**src/rtl/sdram_burst_sched.sv**
```systemverilog
// Arbitrates SDRAM burst requests between a write FIFO drain and a read FIFO fill.
// Tracks stored bursts in a circular SDRAM buffer, with round-robin arbitration and a request timeout.
module sdram_burst_sched #(
  parameter int          INIT_CYCLES = 50000,
  parameter int          BURST_LEN   = 8,
  parameter logic [18:0] ADDR_END    = 19'h7FFFF,
  parameter int          FIFO_DEPTH  = 256,
  parameter int          ACK_TIMEOUT = 255
) (
  input  logic        i_clk_100m,
  input  logic        i_rst,
  input  logic [8:0]  i_wrf_usedw,
  input  logic [8:0]  i_rdf_usedw,
  input  logic        i_rd_en,
  input  logic        i_sdram_wr_ack,
  input  logic        i_sdram_rd_ack,
  output logic        o_sdram_wr_req,
  output logic        o_sdram_rd_req,
  output logic [21:0] o_sys_addr,
  output logic        o_init_done,
  output logic        o_full,
  output logic        o_empty,
  output logic        o_err
);

  localparam int INIT_W = (INIT_CYCLES > 1) ? $clog2(INIT_CYCLES) : 1;
  localparam int TO_W   = (ACK_TIMEOUT > 1) ? $clog2(ACK_TIMEOUT) : 1;
  localparam logic [INIT_W-1:0] L_INIT_LAST = INIT_W'(INIT_CYCLES - 1);
  localparam logic [TO_W-1:0]   L_TO_LAST   = TO_W'(ACK_TIMEOUT - 1);
  localparam logic [8:0]        L_BURST     = 9'(BURST_LEN);
  localparam logic [8:0]        L_RD_MAX    = 9'(FIFO_DEPTH - BURST_LEN);
  localparam logic [19:0]       L_CAP       = {1'b0, ADDR_END} + 20'd1;

  typedef enum logic [2:0] {
    S_INIT, S_IDLE, S_WR_REQ, S_WR_BUSY, S_RD_REQ, S_RD_BUSY
  } state_t;

  state_t              r_state, w_state_nxt;
  logic [INIT_W-1:0]   r_init_cnt, w_init_cnt_nxt;
  logic [TO_W-1:0]     r_to_cnt, w_to_cnt_nxt;
  logic [18:0]         r_wr_addr, w_wr_addr_nxt;
  logic [18:0]         r_rd_addr, w_rd_addr_nxt;
  logic [19:0]         r_fill_cnt, w_fill_nxt;
  logic                r_last_wr, w_last_wr_nxt;
  logic                r_ack_d;
  logic [21:0]         r_sys_addr, w_sys_addr_nxt;
  logic                r_wr_req, r_rd_req;
  logic                r_init_done, w_init_done_nxt;
  logic                r_full, r_empty;
  logic                r_err, w_err_nxt;
  logic                w_wr_elig, w_rd_elig, w_ack_sel, w_ack_fall;

  assign w_wr_elig  = (i_wrf_usedw >= L_BURST) && (r_fill_cnt < L_CAP);
  assign w_rd_elig  = i_rd_en && (r_fill_cnt != 20'd0) && (i_rdf_usedw <= L_RD_MAX);
  // Only the granted side's ack is ever looked at; the other one is ignored.
  assign w_ack_sel  = ((r_state == S_RD_REQ) || (r_state == S_RD_BUSY)) ? i_sdram_rd_ack
                                                                       : i_sdram_wr_ack;
  assign w_ack_fall = r_ack_d & ~w_ack_sel;

  // Next-state, pointer and bookkeeping logic
  always_comb begin
    w_state_nxt     = r_state;
    w_init_cnt_nxt  = r_init_cnt;
    w_to_cnt_nxt    = r_to_cnt;
    w_wr_addr_nxt   = r_wr_addr;
    w_rd_addr_nxt   = r_rd_addr;
    w_fill_nxt      = r_fill_cnt;
    w_last_wr_nxt   = r_last_wr;
    w_sys_addr_nxt  = r_sys_addr;
    w_init_done_nxt = r_init_done;
    w_err_nxt       = r_err;
    case (r_state)
      S_INIT: begin
        if (r_init_cnt == L_INIT_LAST) begin
          w_state_nxt     = S_IDLE;
          w_init_done_nxt = 1'b1;
        end else begin
          w_init_cnt_nxt = r_init_cnt + {{(INIT_W-1){1'b0}}, 1'b1};
        end
      end
      S_IDLE: begin
        w_to_cnt_nxt = '0;
        if (w_wr_elig && (!w_rd_elig || !r_last_wr)) begin
          w_state_nxt    = S_WR_REQ;
          w_sys_addr_nxt = {r_wr_addr, 3'b000};
          w_last_wr_nxt  = 1'b1;
        end else if (w_rd_elig) begin
          w_state_nxt    = S_RD_REQ;
          w_sys_addr_nxt = {r_rd_addr, 3'b000};
          w_last_wr_nxt  = 1'b0;
        end else begin
          w_state_nxt = S_IDLE;
        end
      end
      S_WR_REQ, S_RD_REQ: begin
        if (w_ack_sel) begin
          w_state_nxt = (r_state == S_WR_REQ) ? S_WR_BUSY : S_RD_BUSY;
        end else if (r_to_cnt == L_TO_LAST) begin
          w_state_nxt = S_IDLE;
          w_err_nxt   = 1'b1;
        end else begin
          w_to_cnt_nxt = r_to_cnt + {{(TO_W-1){1'b0}}, 1'b1};
        end
      end
      S_WR_BUSY: begin
        if (w_ack_fall) begin
          w_state_nxt   = S_IDLE;
          w_wr_addr_nxt = (r_wr_addr == ADDR_END) ? 19'd0 : r_wr_addr + 19'd1;
          w_fill_nxt    = r_fill_cnt + 20'd1;
        end else begin
          w_state_nxt = S_WR_BUSY;
        end
      end
      S_RD_BUSY: begin
        if (w_ack_fall) begin
          w_state_nxt   = S_IDLE;
          w_rd_addr_nxt = (r_rd_addr == ADDR_END) ? 19'd0 : r_rd_addr + 19'd1;
          w_fill_nxt    = r_fill_cnt - 20'd1;
        end else begin
          w_state_nxt = S_RD_BUSY;
        end
      end
      default: begin
        w_state_nxt = S_INIT;
      end
    endcase
  end

  // State and registered outputs; flags are derived from the next-state values
  always_ff @(posedge i_clk_100m) begin
    if (i_rst) begin
      r_state     <= S_INIT;
      r_init_cnt  <= '0;
      r_to_cnt    <= '0;
      r_wr_addr   <= 19'd0;
      r_rd_addr   <= 19'd0;
      r_fill_cnt  <= 20'd0;
      r_last_wr   <= 1'b0;
      r_ack_d     <= 1'b0;
      r_sys_addr  <= 22'd0;
      r_wr_req    <= 1'b0;
      r_rd_req    <= 1'b0;
      r_init_done <= 1'b0;
      r_full      <= 1'b0;
      r_empty     <= 1'b1;
      r_err       <= 1'b0;
    end else begin
      r_state     <= w_state_nxt;
      r_init_cnt  <= w_init_cnt_nxt;
      r_to_cnt    <= w_to_cnt_nxt;
      r_wr_addr   <= w_wr_addr_nxt;
      r_rd_addr   <= w_rd_addr_nxt;
      r_fill_cnt  <= w_fill_nxt;
      r_last_wr   <= w_last_wr_nxt;
      r_ack_d     <= w_ack_sel;
      r_sys_addr  <= w_sys_addr_nxt;
      r_wr_req    <= (w_state_nxt == S_WR_REQ);
      r_rd_req    <= (w_state_nxt == S_RD_REQ);
      r_init_done <= w_init_done_nxt;
      r_full      <= (w_fill_nxt == L_CAP);
      r_empty     <= (w_fill_nxt == 20'd0);
      r_err       <= w_err_nxt;
    end
  end

  assign o_sdram_wr_req = r_wr_req;
  assign o_sdram_rd_req = r_rd_req;
  assign o_sys_addr     = r_sys_addr;
  assign o_init_done    = r_init_done;
  assign o_full         = r_full;
  assign o_empty        = r_empty;
  assign o_err          = r_err;

endmodule
```
**config.mk**
```make
export PLATFORM = sky130hd
export DESIGN_NAME = sdram_burst_sched
export DESIGN_NICKNAME = d
export VERILOG_FILES = /design/src/rtl/sdram_burst_sched.sv
export SDC_FILE = /design/constraint.sdc
export NUM_CORES = 1
export LEC_CHECK = 0
export ABC_AREA = 1
export ABC_CLOCK_PERIOD_IN_PS = 2450
export CAP_MARGIN = 0
export CORE_MARGIN = 5
export CORE_UTILIZATION = 60
export CTS_BUF_LIST = sky130_fd_sc_hd__clkbuf_8
export CTS_CLUSTER_DIAMETER = 120
export DETAILED_ROUTE_END_ITERATION = 8
export PLACE_DENSITY = 0.81
export SLEW_MARGIN = 15
export SYNTH_ARGS = -nofsm -noshare
export SYNTH_HDL_FRONTEND = slang
export SYNTH_SLANG_ARGS = --single-unit
export TNS_END_PERCENT = 20
```
**constraint.sdc**
```tcl
create_clock -name i_clk_100m -period 2.45 [get_ports i_clk_100m]
set_input_delay 0.6125 -clock i_clk_100m [delete_from_list [all_inputs] [get_ports i_clk_100m]]
set_output_delay 0.6125 -clock i_clk_100m [all_outputs]
set_load 0.02 [all_outputs]
```
==> summary.md, run 1 <==
| Metric | Value |
|---|---|
| Status | `completed` |
| Gpl congestion | `approximately 0.95` |
| First-pass GRT wire length | `a little under 30000 um` |
| Die height | `roughly 120 um` |
| CTS buffer count | `9` |
| Mapped cell area | `~6800 um^2` |
| Avg Cell Area, Syn | `between 6 and 7 um^2` |
| DR vias | `around 7000` |
| Critical path's slowest cell | `clkdlybuf4s50_1` |
| Chip Width | `roughly 120 um` |
| Clock Skew | `about 0.018 ns` |
| Initial core utilization | `0.619` |
| Die area | `around 14000 um^2` |
| Clk Latency, worst-skew pair | `a little under 0.4 ns` |
| Critical Path, Cell by Cell | `clkdlybuf4s50_1 > nand3_1 > nand3_4 > buf_4 > nor2_8 > nor2_2 > xor2_1 > nand2_1 > inv_1 > nand2_1 > nor2_1 > nand2_1 > nor2_1` |
| Drt drc | `0` |
| Most common cell after layout, fill and taps aside | `nand2_1` |
| Commonest cells after routing, fill and taps aside | `281 x nand2_1, 151 x nor2_1, 112 x dfxtp_1, 100 x inv_1, 85 x nand3_1` |
| Clock-pin slew on the worst setup and hold paths | `roughly 0.09 ns` |
| Worst Setup Slack post-DPL | `-0.242 ns` |
| Setup ws final | `approximately 0.14 ns` |
| Clk root buf | `clkbuf_8` |
| Starting DRT DRC Count | `around 790` |
| Max-slew violations | `0` |
| TNS Setup | `0 ns` |
| IO Port Bufs | `44` |
| Slew @ Worst Pin | `0.566 ns` |
| Vias in the first global route | `6355` |
| Fraction of registers with async set/reset | `0` |
| Largest net degree at the start of global routing | `51` |
| Hold Crit Class | `flop to flop` |
| Overflow after GRT | `0` |
| Vias per cell | `5.49` |
| Remaining antenna violation count | `0` |
| Post-cts hold buffer count | `0` |
| Critical Path End Type | `flop` |
| R2R Setup Slk | `about 0.25 ns` |
| Fmax | `between 400 and 500 MHz` |
| Max-slew headroom | `0.623` |
| GRT met2 Usage | `0.436` |
| Seq cells post-synth | `around 110` |
| EDFF count, synth | `0` |
| Antenna Cells | `0` |
| Worst vdd ir | `about 0.00048 V` |
| Setup repair after global routing missed its margin | `no` |
| Type of origin of the critical path | `input pin` |
| Post-DP HPWL | `between 10000 and 15000 um` |
| Syn. warnings | `0` |
| Hold Fails Final Rpt | `0` |
| # setup viols final | `0` |
| Synth-to-Final Area Change | `16.7%` |
| Gr usage total | `0.264` |
| Routed len/inst | `13.2 um` |
| Worst-path fanout max | `5` |
| Leakage | `around 3.4 nW` |
| Post-synthesis sequential area ratio | `0.330` |
| CORE AREA | `11000 um^2` |
| Synth cell types | `just under 50` |
| Final WL | `about 17000 um` |
| Max incr delay on CP | `roughly 0.46 ns` |
| Fin nets | `between 1000 and 1500` |
| Main flop type after synthesis | `dfxtp_1` |
| DRT Pass-1 Iters | `6` |
| Row count | `38` |
| Worst EP required | `roughly 2.8 ns` |
| Most used routing layer in global routing | `met2` |
| Fillcell total | `984` |
| Met3 Usage GRT | `0.0554` |
| Clock sinks | `112` |
| Tmin final | `about 2.3 ns` |
| Layout cells sized above 1 | `0.109` |
| Worst path most repeated cell | `nand2_1` |
| H-tree levels | `3` |
| TritonCTS clock tree | `done` |
| Pwr Density | `between 300 and 400 nW/um^2` |
| Met1 usage | `0.356` |
| Syn Inst Count | `about 1100` |
| CP arrival | `2.63 ns` |
| Maximum clock path buffer count | `2` |
| MaxCap Viol Count | `0` |
| I/O pin count | `51` |
| Final period utilization | `0.944` |
| Initial antenna violation count | `0` |
| Crit Path Class | `input pin to flop` |
metal layers:
layer  share of wire  vias up
met5               0        -
met4           0.014        0
met3           0.070       25
met2            0.46      242
met1            0.45     3182
li1                -     3595
where the power goes:
| group | switching (mW) | internal, mW |
|---|---|---|
| registers | 0.00510 | 1.82 |
| logic | 0.0717 | 0.0569 |
| clock network | 0.623 | 0.487 |
registers in the layout, summed over array words and instances (netlist names):
name            flops
r_fill_cnt         20
o_sys_addr         19
r_rd_addr          19
r_wr_addr          19
r_init_cnt         16
r_to_cnt            8
r_state             3
o_empty             1
o_err               1
o_full              1
o_init_done         1
o_sdram_rd_req      1
o_sdram_wr_req      1
r_ack_d             1
r_last_wr           1
cells in the mapped netlist, drive strengths merged (2+ instances only):
library cell	n	area share
a211oi	3	0.0033
o21ai	61	0.046
and3	2	0.0018
nand3	90	0.072
clkbuf	16	0.0090
ha	7	0.013
nand3b	6	0.0066
nand2	287	0.16
buf	22	0.022
nor2	173	0.11
xor2	18	0.023
o2111ai	2	0.0026
xnor2	7	0.0090
o211ai	2	0.0022
o21a	2	0.0022
a21oi	48	0.035
nor3	29	0.023
nor4	13	0.012
nor3b	7	0.0085
and2	3	0.0028
a31oi	6	0.0055
inv	108	0.060
dfxtp	112	0.33
nand4	28	0.027
a21o	2	0.0022
timing repair:
| action | CTS | global route |
|---|---|---|
| setup endpoints to repair | 0 | 2 |
| gates resized for setup | 0 | 1 |
| endpoints found under the hold margin | 0 | 0 |
| setup buffers | 0 | 0 |
metrics by stage:
stage               total power [mW]  cell area (um^2)  std cells  utilization  hold WS (ns)
finish                          3.07              7930       1284        0.722         0.466
detailed placement              2.00              7740       1269        0.705         0.454
global route                    3.18              7930       1284        0.722         0.503
CTS                             3.09              7930       1284        0.722         0.468
global placement                2.00              7740       1269        0.705         0.437
floorplan                       1.94              6800       1061            -         0.459
area by class of cell:
class,count,area [um^2],area share
Sequential cell,112,2240,0.283
Inverter,108,408,0.0514
Clock inverter,5,50.0,0.00631
Multi-Input combinational cell,803,3940,0.497
Timing Repair Buffer,106,976,0.123
Clock buffer,10,138,0.0174
Tap cell,140,175,0.0221
critical path, delay by kind of cell:
| kind | cells | cell delay (ns) |
|---|---|---|
| simple gates | 9 | 1.03 |
| buf+inv | 3 | 0.75 |
| xor+xnor | 1 | 0.22 |
logic make-up (layout without fill, tap and decap cells):
group	after synthesis	after routing	synth area share
and+or+nand+nor	639	639	0.430
buffers and inverters	146	229	0.0913
AOI/OAI and AO/OA	129	129	0.103
DFF	112	112	0.330
xor gates and xnor gates	25	25	0.0322
adders and majority gates	7	7	0.0129
other	1	3	0.000552
final timing paths:
check / startpoint / to / cells after the start
hold / removal: o_init_done / o_init_done / 2
setup reg to reg: r_fill_cnt[17] / o_sys_addr[12] / 12
hold reg to reg: o_init_done / o_init_done / 2
setup / recovery: i_sdram_rd_ack / o_full / 13
Note: power is estimated with default switching activity, not from simulation.
==> inputs of run 2 (changes only) <==
--- a/config.mk
+++ b/config.mk
@@ -11,8 +11,10 @@
 export CORE_MARGIN = 5
 export CORE_UTILIZATION = 60
 export CTS_BUF_LIST = sky130_fd_sc_hd__clkbuf_8
-export CTS_CLUSTER_DIAMETER = 120
+export CTS_CLUSTER_DIAMETER = 50
+export CTS_CLUSTER_SIZE = 25
 export DETAILED_ROUTE_END_ITERATION = 8
+export GPL_TIMING_DRIVEN = 0
 export PLACE_DENSITY = 0.81
 export SLEW_MARGIN = 15
 export SYNTH_ARGS = -nofsm -noshare
==> summary.md, run 2 (synthesis gave the netlist of run 1 again) <==
| Metric | Value |
|---|---|
| Max-slew headroom | `0.500 (-0.123)` |
| Worst path most repeated cell | `nand2_1` |
| Layout cells sized above 1 | `0.0855 (-0.0238)` |
| Combinational power share | `0.043 (about the same)` |
| Max incr delay on CP | `0.46 ns (about the same)` |
| I/O pin count | `51 (unchanged)` |
| Final period utilization | `0.945 (about the same)` |
| Most flops, register | `r_fill_cnt` |
| # setup viols final | `0 (unchanged)` |
| Most common cell after layout, fill and taps aside | `nand2_1` |
| Switching power total | `0.753 mW (+7.5%)` |
| Critical Path, Cell by Cell | `clkdlybuf4s50_1 > nand2_2 > nand3_4 > inv_4 > buf_4 > nand4_1 > nand2_1 > nand2_1 > nor2_1 > nand2_1 > nor2_2 > nand3_2 > nand2_1` |
| MaxCap Viol Count | `0 (unchanged)` |
| Largest register FFs | `20 (unchanged)` |
| Status | `completed` |
| Clock Skew | `0.0119 ns (-0.00645 ns)` |
| Clock sinks | `112 (unchanged)` |
| Initial antenna violation count | `0 (unchanged)` |
| Critical Path End Type | `flop` |
| Maximum clock path buffer count | `2 (unchanged)` |
| Int Power | `2.28 mW (-3.8%)` |
| Worst vdd ir | `0.000557 V (+17%)` |
| Commonest cells after routing, fill and taps aside | `280 x nand2_1, 150 x nor2_1, 111 x dfxtp_1, 98 x inv_1, 84 x nand3_1` |
| Post-DP HPWL | `13500 um (+4.9%)` |
| CTS buffer count | `9 (unchanged)` |
| Drt drc | `0 (unchanged)` |
| Net Sw Frac | `0.248 (+0.0201)` |
| Delay-heaviest family, CP | `simple AND/OR/NAND/NOR gates` |
| Leakage | `3.22 nW (-4.9%)` |
| Clk Latency, worst-skew pair | `0.40 ns (about the same)` |
| Final core occ | `0.697 (-0.0249)` |
| Remaining antenna violation count | `0 (unchanged)` |
| Synth-to-Final Area Change | `12.7%` |
| Worst-path fanout max | `10 (+5)` |
| Critical path's slowest cell | `clkdlybuf4s50_1` |
| Worst-case reg-to-reg path depth | `14 (+2)` |
| Setup repair after global routing missed its margin | `no` |
| Max-slew violations | `0 (unchanged)` |
| Post-cts hold buffer count | `0 (unchanged)` |
| H-tree levels | `3 (unchanged)` |
| TNS Setup | `0 ns (unchanged)` |
| Hold Crit Class | `flop to flop` |
| TritonCTS clock tree | `done` |
| Hold Path Cell Cnt | `2 (unchanged)` |
| Final WL | `17800 um (+5.2%)` |
| Tmin final | `2.32 ns (+0.00207 ns)` |
| DRT Pass-1 Iters | `5 (-1)` |
| Part of the power in the clock network | `0.354 (-0.008)` |
| Clk root buf | `clkbuf_8` |
| Antenna Cells | `0 (unchanged)` |
| DP Area | `7420 um^2 (-4.2%)` |
| Routed len/inst | `14.1 um (+6.9%)` |
| Crit Path Class | `input pin to flop` |
| Chip Width | `116 um (unchanged)` |
| Largest net degree at the start of global routing | `19 (-63%)` |
| Vias per cell | `5.56 (+1.3%)` |
| Bufs and invs on worst path | `3 (unchanged)` |
| First-pass GRT wire length | `29400 um (+0.87%)` |
| Vias in the first global route | `6307 (-0.76%)` |
| Gpl congestion | `0.964 (+1.5%)` |
| Worst hold path endpoint | `o_init_done` |
| Total power | `3.03 mW (-1.2%)` |
| Worst R2R Start | `r_fill_cnt[0]` |
| Starting DRT DRC Count | `653 (-17%)` |
| Clock-pin slew on the worst setup and hold paths | `0.11 ns (+0.02 ns)` |
| Crit. path cell count | `13 (unchanged)` |
| Die area | `13600 um^2 (unchanged)` |
| Hold Fails Final Rpt | `0 (unchanged)` |
| Setup ws final | `0.135 ns (-0.00207 ns)` |
| Row count | `38 (unchanged)` |
| Type of origin of the critical path | `input pin` |
| CORE AREA | `11000 um^2 (unchanged)` |
| DR vias | `7022 (-0.31%)` |
| Fin nets | `1148 (-1.9%)` |
| IO Port Bufs | `44 (unchanged)` |
| R2R Setup Slk | `0.22 ns (-0.03 ns)` |
| Worst EP required | `2.80 ns (+0.04 ns)` |
| Cell area after layout | `7660 um^2 (-3.5%)` |
| Reg2reg end | `o_sys_addr[19]` |
| Overflow after GRT | `0 (unchanged)` |
| Fmax | `432 MHz (about the same)` |
| Initial core utilization | `0.619 (unchanged)` |
| Gr usage total | `0.273 (+0.00857)` |
| Min-delay src | `o_init_done` |
| Slew @ Worst Pin | `0.750 ns (+0.185 ns)` |
| Worst Setup Slack post-DPL | `-0.365 ns (-0.122 ns)` |
| Pwr Density | `396 nW/um^2 (+2.3%)` |
| Die height | `116 um (unchanged)` |
| Sequential Power Share | `0.603 (+0.007)` |
| CP arrival | `2.66 ns (+0.03 ns)` |
-- run 2: worst max-delay path by stage --
| stage | startpoint | to | slack (ns) |
|---|---|---|---|
| finish | i_sdram_wr_ack | o_empty | 0.13 |
| global route | i_sdram_rd_ack | o_empty | 0.006 |
| CTS | r_fill_cnt[0] | o_sys_addr[19] | 0.03 |
| detailed placement | i_sdram_rd_ack | o_empty | -0.36 |
| global placement | i_sdram_rd_ack | o_empty | -0.38 |
| floorplan | i_sdram_rd_ack | r_rd_addr[13] | 0.51 |
-- run 2: area by class of cell --
class	count	area [um^2]
clock buffers	10	138
multi-input cells	803	3970
flip-flops and latches	112	2250
plain buffers	38	220
inverters	108	410
clock inverters	6	43.8
fillers	977	3330
well taps	140	175
repair buffers	46	455
-- run 2: tightest hold or removal path: cells and delay by family (launching register included) --
kind,cells,cell delay (ns)
buffers and inverters,1,0.04
flip-flops,1,0.33
AO/OA/AOI/OAI,1,0.05
-- run 2: layer usage --
metal / routed length (um) / vias up / share of wire / global-route usage
met1: 8070 / 3152 / 0.45 / 0.380
met4: 301 / 0 / 0.017 / 0.0781
met5: 0 / - / 0 / 0
met3: 1510 / 36 / 0.085 / 0.0668
li1: - / 3560 / - / -
met2: 7930 / 274 / 0.45 / 0.421
-- run 2: stage by stage --
| step | hold slack, ns | instances |
|---|---|---|
| final | 0.460 | 1263 |
| after global placement | 0.440 | 1245 |
| after detailed placement | 0.447 | 1245 |
| after floorplan | 0.459 | 1061 |
| after CTS | 0.463 | 1261 |
| after global routing | 0.505 | 1263 |
-- run 2: repair_timing --
action	CTS	global route
setup endpoints to repair	8	23
resized for setup	5	17
pin swaps	0	5
setup buffers	0	2
-- run 2: power by group through the flow --
stage                     clock, mW  sequential [mW]  combinational, mW
after floorplan                   0             1.87             0.0709
after global placement            0             1.87              0.126
after detailed placement          0             1.87              0.128
after CTS                      1.10             1.83              0.129
after global routing           1.18             1.83              0.141
final                          1.07             1.83              0.130
==> inputs of run 3 (changes only) <==
--- a/config.mk
+++ b/config.mk
@@ -6,16 +6,16 @@
 export NUM_CORES = 1
 export LEC_CHECK = 0
 export ABC_AREA = 1
-export ABC_CLOCK_PERIOD_IN_PS = 2450
+export ABC_CLOCK_PERIOD_IN_PS = 2100
 export CAP_MARGIN = 0
 export CORE_MARGIN = 5
-export CORE_UTILIZATION = 60
+export CORE_UTILIZATION = 55
 export CTS_BUF_LIST = sky130_fd_sc_hd__clkbuf_8
 export CTS_CLUSTER_DIAMETER = 50
 export CTS_CLUSTER_SIZE = 25
 export DETAILED_ROUTE_END_ITERATION = 8
 export GPL_TIMING_DRIVEN = 0
-export PLACE_DENSITY = 0.81
+export PLACE_DENSITY = 0.79
 export SLEW_MARGIN = 15
 export SYNTH_ARGS = -nofsm -noshare
 export SYNTH_HDL_FRONTEND = slang
==> constraint.sdc (replaced) <==
create_clock -name i_clk_100m -period 2.1 [get_ports i_clk_100m]
set_input_delay 0.525 -clock i_clk_100m [delete_from_list [all_inputs] [get_ports i_clk_100m]]
set_output_delay 0.525 -clock i_clk_100m [all_outputs]
set_load 0.02 [all_outputs]
==> summary.md, run 3 (synthesis gave the netlist of run 1 again) <==
| Metric | Value |
|---|---|
| Status | `completed` |
| Max-slew headroom | `0.552 (+0.0519)` |
| Synth-to-Final Area Change | `21.6%` |
| Slew @ Worst Pin | `0.672 ns (-0.0778 ns)` |
| Worst EP required | `2.39 ns (-0.41 ns)` |
| First-pass GRT wire length | `29900 um (+1.6%)` |
| Worst vdd ir | `0.000399 V (-28%)` |
| Worst R2R Start | `r_state[1]` |
| CORE AREA | `12100 um^2 (+9.8%)` |
| Vias per cell | `5.48 (-1.4%)` |
| Hold Fails Final Rpt | `0 (unchanged)` |
| Setup ws final | `0.0312 ns (-0.104 ns)` |
| MaxCap Viol Count | `0 (unchanged)` |
| Clk root buf | `clkbuf_8` |
| Register area | `2260 um^2 (+0.56%)` |
| Type of origin of the critical path | `input pin` |
| Pwr Density | `430 nW/um^2 (+8.7%)` |
| Fmax | `483 MHz` |
| Most flops, register | `r_fill_cnt` |
| Maximum clock path buffer count | `2 (unchanged)` |
| Clock-pin slew on the worst setup and hold paths | `0.10 ns (about the same)` |
| Overflow after GRT | `0 (unchanged)` |
| Final WL | `19000 um (+6.5%)` |
| Crit Path Class | `input pin to flop` |
| Routed len/inst | `14.4 um (+2.2%)` |
| DR vias | `7214 (+2.7%)` |
| Largest net degree at the start of global routing | `18 (-1)` |
| Vias in the first global route | `6317 (+0.16%)` |
| Worst Setup SP | `i_wrf_usedw[5]` |
| Row count | `40 (+5.3%)` |
| Fillcell total | `1047 (+7.2%)` |
| Clock sinks | `112 (unchanged)` |
| CTS buffer count | `9 (unchanged)` |
| Clock Skew | `0.00964 ns (-0.00227 ns)` |
| Remaining antenna violation count | `0 (unchanged)` |
| Clk Latency, worst-skew pair | `0.39 ns (about the same)` |
| Leakage | `3.47 nW (+7.7%)` |
| Final hold slack | `0.458 ns (-0.00206 ns)` |
| Drt drc | `0 (unchanged)` |
| Final period utilization | `0.985` |
| CP arrival | `2.36 ns (-0.30 ns)` |
| Initial core utilization | `0.563 (-0.0553)` |
| Worst-path fanout max | `10 (unchanged)` |
| Initial antenna violation count | `0 (unchanged)` |
| Max incr delay on CP | `0.41 ns (-0.05 ns)` |
| Largest register FFs | `20 (unchanged)` |
| Critical Path End Type | `flop` |
| Die area | `14700 um^2 (+8.3%)` |
| Gr usage total | `0.250 (-0.0225)` |
| H-tree levels | `3 (unchanged)` |
| Post-DP HPWL | `13500 um (+0.14%)` |
| Critical Path, Cell by Cell | `clkdlybuf4s50_1 > nor4_2 > a21o_1 > clkinvlp_4 > nand3_4 > nand2_8 > buf_8 > buf_8 > o21ai_0 > nor2_1` |
| Tmin final | `slightly above 2 ns` |
| IO Port Bufs | `44 (unchanged)` |
| Worst-case reg-to-reg path depth | `15 (+1)` |
| Post-cts hold buffer count | `0 (unchanged)` |
| Multi-input logic area | `4220 um^2 (+6.2%)` |
| Most common cell after layout, fill and taps aside | `nand2_1` |
| Worst Setup Slack post-DPL | `-0.549 ns (-0.185 ns)` |
| # setup viols final | `0 (unchanged)` |
| TNS Setup | `0 ns (unchanged)` |
| Layout cells sized above 1 | `0.150 (+0.0643)` |
| DRT Pass-1 Iters | `5 (unchanged)` |
| Hold Crit Class | `flop to flop` |
| Fin nets | `1173 (+2.2%)` |
| Antenna Cells | `0 (unchanged)` |
| I/O pin count | `51 (unchanged)` |
| Starting DRT DRC Count | `782 (+20%)` |
| Die height | `121 um (+4.1%)` |
| Commonest cells after routing, fill and taps aside | `276 x nand2_1, 136 x nor2_1, 105 x dfxtp_1, 95 x inv_1, 84 x nand3_1` |
| Max-slew violations | `0 (unchanged)` |
| Gpl congestion | `0.976 (+1.2%)` |
| Final core occ | `0.685 (-0.0122)` |
| Critical path's slowest cell | `clkdlybuf4s50_1` |
| R2R Setup Slk | `0.05 ns (-0.17 ns)` |
| Worst path most repeated cell | `buf_8` |
| Reg2reg end | `o_full` |
| Critical path endpoint | `o_sys_addr[15]` |
| Chip Width | `121 um (+4.1%)` |
| Total power | `3.56 mW (+17%)` |
| TritonCTS clock tree | `done` |
-- run 3: cell count changes in the layout (fill, tap and decap cells not counted), moves of 5 or more --
| cell | change |
|---|---|
| buf_4 | +23 |
| o21ai_0 | -17 |
| nor2_1 | -14 |
| nor2_4 | +9 |
| o21ai_1 | +9 |
| nor3_1 | -8 |
| o21ai_2 | +7 |
| dfxtp_1 | -6 |
| nor3_2 | +6 |
| nor2_2 | +5 |
-- run 3: how the worst min path moves through the flow --
| stage | from | end | depth (start not counted) |
|---|---|---|---|
| after floorplan | r_init_cnt[0] | r_init_cnt[0] | 1 |
| after global placement | o_init_done | o_init_done | 2 |
| after detailed placement | o_init_done | o_init_done | 2 |
| after CTS | o_init_done | o_init_done | 2 |
| after global routing | o_init_done | o_init_done | 2 |
| final | o_init_done | o_init_done | 2 |
-- run 3: metal layers --
layer	up-vias	routed length [um]	GRT usage	part of all wire
met5	-	0	0	0
met4	0	283	0.0728	0.015
met3	25	1600	0.0457	0.084
met2	300	8670	0.404	0.46
met1	3273	8420	0.342	0.44
li1	3616	-	-	-
-- run 3: what timing repair did --
item                       CTS  global route
pin swaps                    4            21
setup buffers                1            27
cloned                       0             2
resized for setup           28           104
setup endpoints to repair   33            59
-- run 3: final cells by class --
| class | instances | area share |
|---|---|---|
| clock buffer | 11 | 0.0183 |
| buffer | 35 | 0.0304 |
| multi-input combinational | 803 | 0.510 |
| timing repair buffer | 74 | 0.0871 |
| tap | 168 | 0.0254 |
| sequential | 112 | 0.273 |
| inverter | 108 | 0.0510 |
| clock inverter | 5 | 0.00394 |
-- run 3: metrics by stage --
step                      area (um^2)  std cells
final                            8260       1316
after global routing             8260       1316
after CTS                        7720       1290
after detailed placement         7450       1273
after global placement           7450       1273
after floorplan                  6800       1061
-- run 3: worst max-delay path: cells and delay by family --
family                 cells  cell delay, ns
buffers and inverters      4            0.88
AND/OR/NAND/NOR            4            0.58
AO/OA/AOI/OAI              2            0.36
-- run 3: report_power, final --
group	switching (mW)	internal [mW]
clock network	0.751	0.493
logic	0.102	0.0776
registers	0.00616	2.12
total	0.860	2.70
